===== src/rtl/conv_result_writeback.sv =====
// Convolution result write-back: bias add, optional ReLU, round/saturate
// requantization to 16 bits, result FIFO and feature-map RAM drain port.
module conv_result_writeback #(
  parameter int unsigned SHIFT      = 8,
  parameter int unsigned FIFO_DEPTH = 4,
  parameter bit          RELU_EN    = 1'b1
) (
  input  logic        clk,
  input  logic        rst_n,
  input  logic        done,
  input  logic [31:0] out_pix,
  input  logic [13:0] result_addr,
  input  logic [31:0] bias,
  output logic        ack,
  input  logic        mem_ready,
  output logic        mem_we,
  output logic [13:0] mem_addr,
  output logic [15:0] mem_din,
  output logic        busy,
  output logic [7:0]  sat_cnt
);

  localparam int AW = (FIFO_DEPTH > 1) ? $clog2(FIFO_DEPTH) : 1;
  localparam int CW = AW + 1;
  localparam int unsigned RS = (SHIFT > 0) ? SHIFT - 1 : 0;
  localparam logic signed [33:0] RND =
    (SHIFT > 0) ? (34'sd1 <<< RS) : 34'sd0;

  typedef enum logic [1:0] {
    ARMED,
    ACK,
    WAIT_LOW
  } state_e;

  state_e state_q, state_d;

  logic               s1_valid_q;
  logic signed [33:0] s1_sum_q;
  logic [13:0]        s1_addr_q;
  logic               s2_valid_q;
  logic [15:0]        s2_data_q;
  logic [13:0]        s2_addr_q;

  logic [29:0]        fifo_q [FIFO_DEPTH];
  logic [AW-1:0]      wptr_q, rptr_q;
  logic [CW-1:0]      cnt_q, cnt_d;

  logic               mem_we_q;
  logic [13:0]        mem_addr_q;
  logic [15:0]        mem_din_q;
  logic [7:0]         sat_cnt_q;

  logic [CW+1:0]      used;
  logic               space, capture;
  logic               fifo_empty;
  logic               pop, bypass, push;
  logic signed [33:0] sum_in;
  logic signed [33:0] shifted, relu_v;
  logic               sat_hi, sat_lo;
  logic [15:0]        q16;

  // In-flight stage entries reserve FIFO slots so a capture never overflows.
  assign used = {2'b00, cnt_q}
              + {{(CW+1){1'b0}}, s1_valid_q}
              + {{(CW+1){1'b0}}, s2_valid_q};
  assign space   = used < (CW+2)'(FIFO_DEPTH);
  assign capture = (state_q == ARMED) && done && space;

  always_comb begin
    state_d = state_q;
    unique case (state_q)
      ARMED:    if (capture) state_d = ACK;
      ACK:      state_d = done ? WAIT_LOW : ARMED;
      WAIT_LOW: if (!done) state_d = ARMED;
      default:  state_d = ARMED;
    endcase
  end

  always_ff @(posedge clk or negedge rst_n) begin
    if (!rst_n) state_q <= ARMED;
    else        state_q <= state_d;
  end

  assign ack = (state_q == ACK);

  assign sum_in = $signed({{2{out_pix[31]}}, out_pix})
                + $signed({{2{bias[31]}}, bias})
                + RND;

  always_ff @(posedge clk or negedge rst_n) begin
    if (!rst_n) begin
      s1_valid_q <= 1'b0;
      s1_sum_q   <= '0;
      s1_addr_q  <= '0;
    end else begin
      s1_valid_q <= capture;
      if (capture) begin
        s1_sum_q  <= sum_in;
        s1_addr_q <= result_addr;
      end
    end
  end

  assign shifted = s1_sum_q >>> SHIFT;
  assign relu_v  = (RELU_EN && shifted < 34'sd0) ? 34'sd0 : shifted;
  assign sat_hi  = relu_v > 34'sd32767;
  assign sat_lo  = relu_v < -34'sd32768;

  always_comb begin
    q16 = relu_v[15:0];
    unique case (1'b1)
      sat_hi:  q16 = 16'h7FFF;
      sat_lo:  q16 = 16'h8000;
      default: q16 = relu_v[15:0];
    endcase
  end

  always_ff @(posedge clk or negedge rst_n) begin
    if (!rst_n) begin
      s2_valid_q <= 1'b0;
      s2_data_q  <= '0;
      s2_addr_q  <= '0;
      sat_cnt_q  <= '0;
    end else begin
      s2_valid_q <= s1_valid_q;
      if (s1_valid_q) begin
        s2_data_q <= q16;
        s2_addr_q <= s1_addr_q;
        if ((sat_hi || sat_lo) && sat_cnt_q != 8'hFF)
          sat_cnt_q <= sat_cnt_q + 8'd1;
      end
    end
  end

  // An entry arriving at an empty FIFO may go straight to the RAM port.
  assign fifo_empty = (cnt_q == '0);
  assign pop    = mem_ready && !fifo_empty;
  assign bypass = mem_ready && fifo_empty && s2_valid_q;
  assign push   = s2_valid_q && !bypass;

  always_comb begin
    cnt_d = cnt_q;
    unique case ({push, pop})
      2'b10:   cnt_d = cnt_q + CW'(1);
      2'b01:   cnt_d = cnt_q - CW'(1);
      default: cnt_d = cnt_q;
    endcase
  end

  always_ff @(posedge clk) begin
    if (push) fifo_q[wptr_q] <= {s2_addr_q, s2_data_q};
  end

  always_ff @(posedge clk or negedge rst_n) begin
    if (!rst_n) begin
      wptr_q <= '0;
      rptr_q <= '0;
      cnt_q  <= '0;
    end else begin
      cnt_q <= cnt_d;
      if (push) wptr_q <= wptr_q + AW'(1);
      if (pop)  rptr_q <= rptr_q + AW'(1);
    end
  end

  always_ff @(posedge clk or negedge rst_n) begin
    if (!rst_n) begin
      mem_we_q   <= 1'b0;
      mem_addr_q <= '0;
      mem_din_q  <= '0;
    end else begin
      mem_we_q <= pop || bypass;
      if (pop) begin
        mem_addr_q <= fifo_q[rptr_q][29:16];
        mem_din_q  <= fifo_q[rptr_q][15:0];
      end else if (bypass) begin
        mem_addr_q <= s2_addr_q;
        mem_din_q  <= s2_data_q;
      end
    end
  end

  assign mem_we   = mem_we_q;
  assign mem_addr = mem_addr_q;
  assign mem_din  = mem_din_q;
  assign sat_cnt  = sat_cnt_q;
  assign busy     = s1_valid_q || s2_valid_q || !fifo_empty;

endmodule


===== config.mk =====
export PLATFORM = sky130hd
export DESIGN_NAME = conv_result_writeback
export DESIGN_NICKNAME = d
export VERILOG_FILES = /design/src/rtl/conv_result_writeback.sv
export SDC_FILE = /design/constraint.sdc
export NUM_CORES = 1
export LEC_CHECK = 0
export BUFFER_PORTS_ARGS = -buffer_cell sky130_fd_sc_hd__buf_2
export CELL_PAD_IN_SITES_DETAIL_PLACEMENT = 0
export CELL_PAD_IN_SITES_GLOBAL_PLACEMENT = 2
export CORE_MARGIN = 2
export CORE_UTILIZATION = 36
export CTS_CLUSTER_DIAMETER = 60
export CTS_CLUSTER_SIZE = 12
export DETAILED_ROUTE_END_ITERATION = 8
export PLACE_DENSITY_LB_ADDON = 0.1
export REMOVE_ABC_BUFFERS = 1
export SYNTH_ARGS = -nofsm -noshare
export SYNTH_HDL_FRONTEND = slang
export SYNTH_SLANG_ARGS = --single-unit

===== constraint.sdc =====
create_clock -name clk -period 2.16 [get_ports clk]
set_clock_uncertainty 0.2 [all_clocks]
set_input_delay 0.648 -clock clk [delete_from_list [all_inputs] [get_ports clk]]
set_output_delay 0.648 -clock clk [all_outputs]
set_load 0.02 [all_outputs]

Word-level counts from Yosys, hierarchy flattened

Memories as Yosys holds them, arrays and structs flattened.
Cells that the tools add are included.

Bits in registers: 128
Input bits: 82
Logic and storage cells: 67
Output and inout bits: 41
RAM bits: 120
ROM bits: 0
Latch bits: 0
Memories: 1

Bitwise logic cells: 0
Div/mod/pow operators: 0
Order comparisons: 4
Multipliers: 0
Add/subtract/negate cells: 9
Muxes and demuxes: 13
Eq/ne operators: 7
Shifts and indexed selects: 0
Reduce and logical (&&, ||, !) cells: 19

Memories:

| memory | words | width | read ports | clocked after Yosys merged registers in | wr ports | RTL line | RTL |
|---|---|---|---|---|---|---|---|
| fifo_q | 4     | 30    | 1          | 0                                       | 1        | 44       | `logic [29:0] fifo_q [FIFO_DEPTH];` |

Operators with widths:

| operator              | count |
|---|---|
| $add 33x9->34 const B | 1 |
| $gt 34x16->1 const B  | 1 |
| $lt 34x16->1 const B  | 1 |
| $mux 34               | 1 |
| $add 32x32->33        | 1 |
| $mux 16               | 2 |
| $pmux 16 s2           | 1 |
| $mux 14               | 2 |
| $lt 26x1->1 const B   | 1 |
| $add 8x1->8 const B   | 1 |
| $ne 8x8->1 const B    | 1 |
| $logic_and 1x1->1     | 7 |
| $mux 2                | 3 |
| $pmux 2 s3            | 1 |
| $pmux 3 s2            | 1 |
| $add 4x1->5           | 1 |
| $lt 5x3->1 const B    | 1 |
| $add 2x1->2 const B   | 2 |
| $add 3x1->4           | 1 |
| $eq 2x1->1 const B    | 2 |
| $eq 2x2->1 const B    | 2 |
| $logic_or 1x1->1      | 4 |
| $ne 2x2->1 const B    | 2 |
| $reduce_and 2->1      | 2 |
| other kinds (7)       | 10 |

Longest topological paths before layout

Depth after elaboration: 7
Mapped depth: 11
Depth with buffers taken out: 11

Worst setup path before layout

No wires, ideal clock.

Kind: input to register
From: input out_pix[7]
To: register s1_sum_q[24]
Library setup time: 0.125 ns
Data arrival time: 2.570 ns
Buffers on the path: 0
Cell stages on the path: 11
Slack: -0.734 ns
Required time: 1.835 ns
Cell sequence: inv_1 ha_1 inv_1 ha_1 nand2_1 a2111oi_4 o211ai_1 a31oi_1 nor2_1 xnor2_1 mux2_2

Longest elaborated chain between the ends: 2

RTL lines:

| item                 | RTL line | RTL |
|---|---|---|
| start, declared      | 11       | `input logic [31:0] out_pix,` |
| $add 32x32->33       | 87       | `+ $signed({{2{bias[31]}}, bias})` |
| $add 33x9->34        | 88       | `+ RND;` |
| end signal, assigned | 98       | `s1_sum_q <= sum_in;` |
| end, declared        | 38       | `logic signed [33:0] s1_sum_q;` |

No other way between the ends.
A chain may end at the register's enable or synchronous reset.

Worst setup path after layout

From: register cnt_q[1]
To: output busy

Longest elaborated chain between the ends: 3

RTL lines:

| item                   | RTL line | RTL |
|---|---|---|
| start, declared        | 46       | `logic [CW-1:0] cnt_q, cnt_d;` |
| start signal, assigned | 160      | `cnt_q <= cnt_d;` |
| $logic_not 3->1        | 136      | `assign fifo_empty = (cnt_q == '0);` |
| $logic_not 1->1        | 187      | `assign busy = s1_valid_q \|\| s2_valid_q \|\| !fifo_empty;` |
| $logic_or 1x1->1       | 187      |  |
| end, declared          | 19       | `output logic busy,` |

No other way between the ends.

==> flow_summary.ini <==
[critical_path]
crit_path_max_incr_delay_ns = 0.39
worst_setup_start_kind = register
path_cells = or3_4 > or3_4 > buf_6
slowest_stage = sky130_fd_sc_hd__or3_4
worst-path-buf-inv = 1
critical_path.top_delay_family = simple AND/OR/NAND/NOR gates
crit_top_cell = sky130_fd_sc_hd__or3_4
critPathKind = register to primary output
timing.critical_path.arrival_ns = 1.77
critical_path.max_fanout = 3
end_kind = primary output
critPathRequiredTime_ns = 1.31

[sta]
max-slew-margin-rel_pct = 71.4
fin_worst_hold_slack_ns = 0.128
slew_violations = 0
shortest_clock_period_the_worst_path_allows_after_layout_ns = 2.61
setup_viol = 26
worst-slew-pin-transition_ns = 0.428
min_period_over_period_pct = 121
fmax_mhz = 383
setup_ws_ns = -0.453
timing.setup.tns_ns = -5.65
rsz0062_at_grt = true
final-hold-violation-count = 0

[yosys]
synth_seq_cells = 240
synth_cell_types = 69
synth_warnings = 0
syn_area_um2 = 11500
synth.avg_cell_area_um2 = 12.4
synth_flop_cell = sky130_fd_sc_hd__edfxtp_1
post_synth_edffs = 120
postSynth.asyncResetShare_pct = 50.0
synth-seq-area-share_pct = 57.5
synthCells = 929

[global_routing]
grt_overflow = 0
antenna_found_initial = 0
grtUsageTotal_pct = 17.1
grt_start_max_net_pins = 37
grt_first_pass_wirelength_um = 46100
first_global_vias = 8522

[floorplan]
fp.dieArea_um2 = 33400
floorplan.initialDensity_pct = 36.5
die-height_um = 183
core-area_um2 = 31500
io-pin-count = 123
chipWidth_um = 183
floorplan.rows = 65

[drt]
dr.pass1.iters = 5
post_detailed_route_drc_marker_count = 0
finalWirelength_um = 27900
drt-initial-drc-count = 374
ant_nets = 0
post_drt_via_cell_ratio = 5.03
vias = 8137
wl_per_cell_um = 17.3

[layout]
layout_commonest_cell = sky130_fd_sc_hd__buf_4
layout_cells_sized_above_1_pct = 42.1
area_growth_pct = 37.7
multiInputGateArea_um2 = 5610
layout_common_cells = sky130_fd_sc_hd__buf_4, sky130_fd_sc_hd__edfxtp_1, sky130_fd_sc_hd__dfrtp_1, sky130_fd_sc_hd__buf_2, sky130_fd_sc_hd__nand2_1
layout.area.seq_um2 = 6610
insertedDiodeCount = 0
fin_nets = 1349
final.fill_count = 2822

[clock_network]
tritoncts.num_buffers = 24
clock_latency_ns = 0.51
clk_pin_slew_worst_paths_ns = 0.06
cts_max_level = 1
cts_root_buf = sky130_fd_sc_hd__clkbuf_16
max-clock-path-buffers = 3
tritoncts = yes
cts.sinks = 240

[placement]
port_bufs = 122
dp_hpwl_um = 19400
globalplace.congestion = 0.824
place_worst_setup_slack_ns = -1.07

[power]
post-layout-total-power_w = 0.0184
powerDensity_nw_per_um2 = 1160
total_leakage_power_nw = 6.41
irDropWorstVdd_mv = 0.615

[outcome]
failed_checks = setup timing
run_status = finished, violations left

[run]
max_cap_viol_count = 0

[worst_hold_path]
hold_path_class = input pin to register
cell families after synthesis:
kind of cell	Yosys count	share of synthesized area [%]
multiplexers	47	7.53
adder cells (fa/ha/maj)	70	7.69
AND/OR/NAND/NOR	227	8.96
XOR/XNOR	30	2.29
AO/OA/AOI/OAI	231	12.7
flip-flops	240	57.5
buffers and inverters	84	3.32
cells in the mapped netlist, drive strengths merged, types with 2 or more instances:
master / instances / area (um^2)
o21a: 5 / 37.5
o21ai: 72 / 372
or3: 4 / 25.0
nand4: 16 / 100
a31oi: 5 / 43.8
buf: 8 / 56.3
o211ai: 6 / 55.1
a21boi: 3 / 26.3
xnor2: 18 / 158
inv: 37 / 139
and2: 9 / 62.6
dfrtp: 120 / 3000
nor2: 50 / 188
a211oi: 3 / 22.5
o21bai: 2 / 15.0
o31ai: 5 / 42.5
a21o: 12 / 91.3
and3: 7 / 55.1
mux2: 16 / 180
o311ai: 2 / 17.5
a221oi: 2 / 23.8
xor2: 12 / 105
a31o: 2 / 17.5
clkbuf: 38 / 183
edfxtp: 120 / 3600
nor2b: 3 / 18.8
nor3: 9 / 45.0
a21oi: 69 / 357
a2111oi: 3 / 63.8
ha: 69 / 863
nand2: 109 / 409
nor4: 3 / 18.8
mux4: 30 / 676
nand3: 14 / 82.6
a211o: 3 / 26.3
o22ai: 31 / 194
metal layers:
layer	global-route usage (%)	part of all wire, %	wire [um]
met5	0	0	0
met4	2.90	1.1	321
met3	1.90	3.5	969
met1	23.7	47	13100
met2	29.6	48	13500
area by class of cell:
cell class | count | share of cell area (%)
sequential | 240 | 41.8
multi-input combinational | 605 | 35.4
timing repair buffer | 288 | 14.0
clock buffer | 44 | 4.73
tap | 402 | 3.18
inverter | 38 | 0.917
tightest hold or removal path, cell delays in order:
cell and delay [ns]:
sky130_fd_sc_hd__buf_2 0.07, sky130_fd_sc_hd__nand2_1 0.04, sky130_fd_sc_hd__nand2_1 0.04
report_power, final:
part | total [W] | switching, W | internal, W
sequential | 0.00753 | 0.000993 | 0.00653
clock | 0.00397 | 0.00165 | 0.00232
combinational | 0.00688 | 0.00358 | 0.00330
total | 0.0184 | 0.00623 | 0.0122
what timing repair did:
| item | in CTS | in global routing |
|---|---|---|
| pin swaps | 89 | 48 |
| setup buffers | 16 | 13 |
| endpoints found under the setup margin | 28 | 32 |
| endpoints found under the hold margin | 29 | 0 |
| resized for setup | 169 | 52 |
| hold buffers | 1 | 0 |
registers in the layout (all words and copies together) (netlist names), 3 cells and up:
signal     count
cnt_q          3
sat_cnt        8
s1_sum_q      26
s1_addr_q     14
mem_din       16
mem_addr      14
s2_data_q     16
fifo_q       120
s2_addr_q     14
path summary, 6_finish.rpt:
check / from / to / slack (ns) / cells after the start
worst max-delay path: cnt_q[1] / busy / -0.45 / 3
worst min register to register: s1_addr_q[1] / s1_addr_q[1] / 0.27 / 2
worst min-delay path: result_addr[7] / s1_addr_q[7] / 0.13 / 3
worst max register to register: cnt_q[0] / cnt_q[2] / -0.03 / 10
min in group asynchronous: rst_n / mem_addr[9] / 0.41 / 2
max in group asynchronous: rst_n / s1_sum_q[17] / 0.73 / 3
through the flow:
| step | area, um^2 | std cells | util [%] |
|---|---|---|---|
| finish | 15800 | 1617 | 50.3 |
| global route | 15800 | 1617 | 50.3 |
| CTS | 15500 | 1607 | 49.2 |
| detailed placement | 13600 | 1547 | 43.2 |
| global placement | 13600 | 1547 | 43.2 |
| floorplan | 11300 | 883 | - |
(Power assumes the default switching activity.)
